**src/rtl/seq_match_counter.sv**
```systemverilog
// seq_match_counter: serial 8-bit pattern detector with BCD match counter.
//   clk_in    - rising-edge clock
//   reset     - synchronous active-high reset
//   bit_in    - serial data bit, qualified by bit_valid
//   bit_valid - one-cycle strobe shifting bit_in into the window
//   clear     - synchronous soft clear (same effect as reset)
//   found     - one-cycle pulse per match of the window against PATTERN
//   match_bcd - four-digit BCD match count, [15:12] thousands
//   count_ovf - sticky flag, set when the count wraps from 9999
//   filled    - high once 8 valid bits have been received
module seq_match_counter #(
  parameter logic [7:0] PATTERN = 8'hB6
) (
  input  logic        clk_in,
  input  logic        reset,
  input  logic        bit_in,
  input  logic        bit_valid,
  input  logic        clear,
  output logic        found,
  output logic [15:0] match_bcd,
  output logic        count_ovf,
  output logic        filled
);
  typedef enum logic [1:0] {EMPTY, FILL, SCAN} state_e;
  state_e      state_q, state_d;
  logic [7:0]  win_q, win_d;
  logic [3:0]  fill_q, fill_d;
  logic        found_q, found_d;
  logic [15:0] bcd_q, bcd_d, bcd_inc;
  logic        ovf_q, ovf_d;
  logic        carry;
  always_ff @(posedge clk_in) begin
    if (reset) begin
      state_q <= EMPTY;
      win_q   <= 8'h00;
      fill_q  <= 4'd0;
      found_q <= 1'b0;
      bcd_q   <= 16'h0000;
      ovf_q   <= 1'b0;
    end else begin
      state_q <= state_d;
      win_q   <= win_d;
      fill_q  <= fill_d;
      found_q <= found_d;
      bcd_q   <= bcd_d;
      ovf_q   <= ovf_d;
    end
  end
  // SCAN is entered on the same edge that delivers the 8th bit, so that bit's match counts.
  always_comb begin
    fill_d  = clear ? 4'd0 : (bit_valid && fill_q != 4'd8) ? fill_q + 4'd1 : fill_q;
    state_d = clear ? EMPTY : !bit_valid ? state_q : (fill_d == 4'd8) ? SCAN : FILL;
  end
  // carry leaves the loop set only when every digit was 9, i.e. the count wraps.
  always_comb begin
    bcd_inc = bcd_q;
    carry   = 1'b1;
    for (int i = 0; i < 4; i++)
      if (carry) begin
        if (bcd_q[4*i +: 4] == 4'd9) bcd_inc[4*i +: 4] = 4'd0;
        else begin
          bcd_inc[4*i +: 4] = bcd_q[4*i +: 4] + 4'd1;
          carry = 1'b0;
        end
      end
    win_d   = clear ? 8'h00 : bit_valid ? {win_q[6:0], bit_in} : win_q;
    found_d = !clear && bit_valid && state_d == SCAN && win_d == PATTERN;
    bcd_d   = clear ? 16'h0000 : found_d ? bcd_inc : bcd_q;
    ovf_d   = !clear && (ovf_q || (found_d && carry));
  end
  always_comb begin
    filled    = state_q == SCAN;
    found     = found_q;
    match_bcd = bcd_q;
    count_ovf = ovf_q;
  end
endmodule
```
**config.mk**
```make
export PLATFORM = sky130hd
export DESIGN_NAME = seq_match_counter
export DESIGN_NICKNAME = d
export VERILOG_FILES = /design/src/rtl/seq_match_counter.sv
export SDC_FILE = /design/constraint.sdc
export NUM_CORES = 1
export LEC_CHECK = 0
export ABC_AREA = 1
export CORE_MARGIN = 2
export CORE_UTILIZATION = 35
export CTS_BUF_LIST = sky130_fd_sc_hd__clkbuf_4
export CTS_CLUSTER_SIZE = 24
export DETAILED_ROUTE_END_ITERATION = 7
export GPL_TIMING_DRIVEN = 0
export PLACE_DENSITY_LB_ADDON = 0.3
export SYNTH_ARGS = -nofsm -noshare
export SYNTH_HDL_FRONTEND = slang
export SYNTH_SLANG_ARGS = --single-unit
export TNS_END_PERCENT = 10
```
**constraint.sdc**
```tcl
create_clock -name clk_in -period 2.7 [get_ports clk_in]
set_clock_uncertainty 0.2 [all_clocks]
set_input_delay 0.54 -clock clk_in [delete_from_list [all_inputs] [get_ports clk_in]]
set_output_delay 0.54 -clock clk_in [all_outputs]
set_load 0.05 [all_outputs]
```
==> out/qor.yml <==
path_cells: "clkdlybuf4s50_1, clkbuf_1, a21oi_1, nand4_2, o21ai_0, nor2_1"
hold_buffers: 0
io_buffers: 23
synthCells: 242
vias: 1557
seq_area_um2: 641
dp_cells: 317
pin_count: 24
path_class: "in2reg"
arrival_ns: 2.57
worstPathRequired_ns: 2.72
grt_pass1_wl_um: 5920
drc: 0
power_leakage_nw: 0.804
cts_sinks: 32
start_util_pct: 36.4
die_y_um: 71.6
grt.overflow.total: 0
wirelength_um: 3380
fin_util_pct: 44.6
ys_seq_area_share_pct: 40.1
cts_root_buffer: "clkbuf_4"
critPathCaptureType: "flip-flop"
ir_drop_mv: 0.207
cts_buffers: 5
grt_use_total_pct: 14.3
setup_violations: 0
drv_cap: 0
ys_types: 22
critPathTopFamily: "compound AO/OA/AOI/OAI gates"
vias_per_cell: 4.79
path_clk_slew_ns: 0.10
slowest_stage: "a21oi_1"
cts_tree: "built"
status: "finished, final reports clean"
critical_path.max_fanout: 10
finalSetupTns_ns: 0
cts_htree_levels: 2
coreArea_mm2: 0.00438
antenna_found_initial: 0
slowest_delay_ns: 0.55
finalHoldViolCount: 0
dr.pass1.iters: 4
final_cells: 325
dp_slack_ns: -0.189
grt_pass1_vias: 1396
diodes: 0
clockBufferDepth: 2
ys_warn_count: 0
ant_nets: 0
rsz0062_at_grt: "no"
dpl_cell_area_mm2: 0.00189
die_w_um: 71.6
slew_viol_final: 0
hold_class: "reg2reg"
setup_ws_ns: 0.155
drtIter0Drc: 65
fin_crit_sh_pct: 94.3
grt_max_degree: 11
fmax_ghz: 0.393
synth-async-reset-ratio_pct: 0
avgSynthCellArea_um2: 6.60
layout.nets: 280
syn-cell-area_mm2: 0.00160
area_growth_pct: 22.3
post-dp-hpwl_um: 2470
die_area_mm2: 0.00512
synth_edf_count: 0
power.density_mw_per_mm2: 413
synth_area_leaders: "dfxtp_1 (40%), nor2_1 (12%), nand2_1 (11%)"
timing.hold.ws_ns: 0.277
finalCriticalPeriod_ns: 2.55
post-synth-top-area-cell: "dfxtp_1"
tightest_slew_ns: 0.614
insertion_delay_ns: 0.33
wl_per_cell_um: 10.4
startpoint_type: "input pin"
final_area_mm2: 0.00195
place.gp.congestion: 0.761
synth_top_area_share_pct: 40.1
multi_input_area_um2: 803
max-slew-margin-rel_pct: 59.1
cp_num_buf_inv: 2
n_fill_cell: 463
synth_nets: 249
drive_above_1_share_pct: 5.86
synth_ff_type: "dfxtp_1"
ys_seq_elements: 32
rows: 24
power.total_mw: 0.807
[per-layer routing]
metal  global-route usage [%]  part of all wire [%]  vias up
li1                         -                     -      837
met1                     18.4                    49      682
met2                     23.6                    45       35
met3                     3.94                   4.9        3
met4                     3.77                  0.80        0
met5                        0                     0        -
[cell type report]
cell class,instances,area share [%]
Timing Repair Buffer,24,12.2
Inverter,37,7.11
Multi-Input combinational cell,169,41.1
Buffer,4,0.960
Clock inverter,1,0.256
Tap cell,52,3.33
Clock buffer,6,2.30
Sequential cell,32,32.8
[worst paths after layout]
check | startpoint | to | slack (ns) | cells past startpoint
max | clear | match_bcd[4] | 0.15 | 6
min | state_q[0] | state_q[0] | 0.28 | 2
max reg2reg | fill_q[0] | match_bcd[4] | 0.38 | 12
min reg2reg | state_q[0] | state_q[0] | 0.28 | 2
[worst reg2reg max path: stages, from the launching register on]
cell and delay, ns:
dfxtp_1 0.43, inv_1 0.07, ha_1 0.20, nand3_1 0.14
nand2_1 0.11, nand2_1 0.10, nand3_1 0.07, nor2_1 0.11
nand2_1 0.07, nand2_2 0.15, nand4_2 0.21, o21ai_0 0.29
nor2_1 0.07
[timing repair]
item	in CTS	in global routing
buffers inserted	0	1
endpoints found under the setup margin	0	2
gates resized for setup	0	1
[sequential cells by signal (all words and copies together), names as in the netlist]
name / cells
state_q: 2
match_bcd: 16
found: 1
fill_q: 4
win_q: 8
count_ovf: 1
[cells in the mapped netlist (2+ instances only)]
cell type,n
xor2_1,3
nor3_1,8
nand3_1,13
ha_1,2
dfxtp_1,32
nand4_1,6
o21ai_0,14
a211oi_1,2
a21oi_1,11
nor4_1,5
inv_1,36
nor2_1,51
clkbuf_1,3
nand2_1,47
nand4_2,2
[where the power goes]
part | internal [mW] | switching [mW] | leakage [nW]
Clock | 0.106 | 0.153 | 0.0315
Combinational | 0.0222 | 0.0440 | 0.513
Sequential | 0.478 | 0.00409 | 0.259
[logic make-up (layout without fill, tap and decap cells)]
family	after synthesis	count (layout)	share of synthesized area [%]
simple gates	136	136	37.6
flops	32	32	40.1
buf+inv	41	72	9.87
fa+ha+maj	2	2	1.57
xor+xnor	3	3	1.64
compound gates	28	28	9.24
[layout by cell type, fill, tap and decap left out]
cell type         n
o21ai_0          14
nor3_1            8
ha_1              2
nand2_1          47
nand3_2           1
clkdlybuf4s50_1  23
a21oi_2           1
nor2_4            1
buf_4             2
nand2_2           1
xor2_1            3
or2_0             1
clkbuf_4          6
nor2_1           51
inv_1            36
clkbuf_1          3
dfxtp_1          32
nand3_1          13
a21oi_1          10
a211oi_1          2
nand4_2           2
inv_2             1
nor4_1            5
nand4_1           6
o211ai_1          1
clkinv_2          1
No activity file was read; power rests on OpenSTA's default activity.
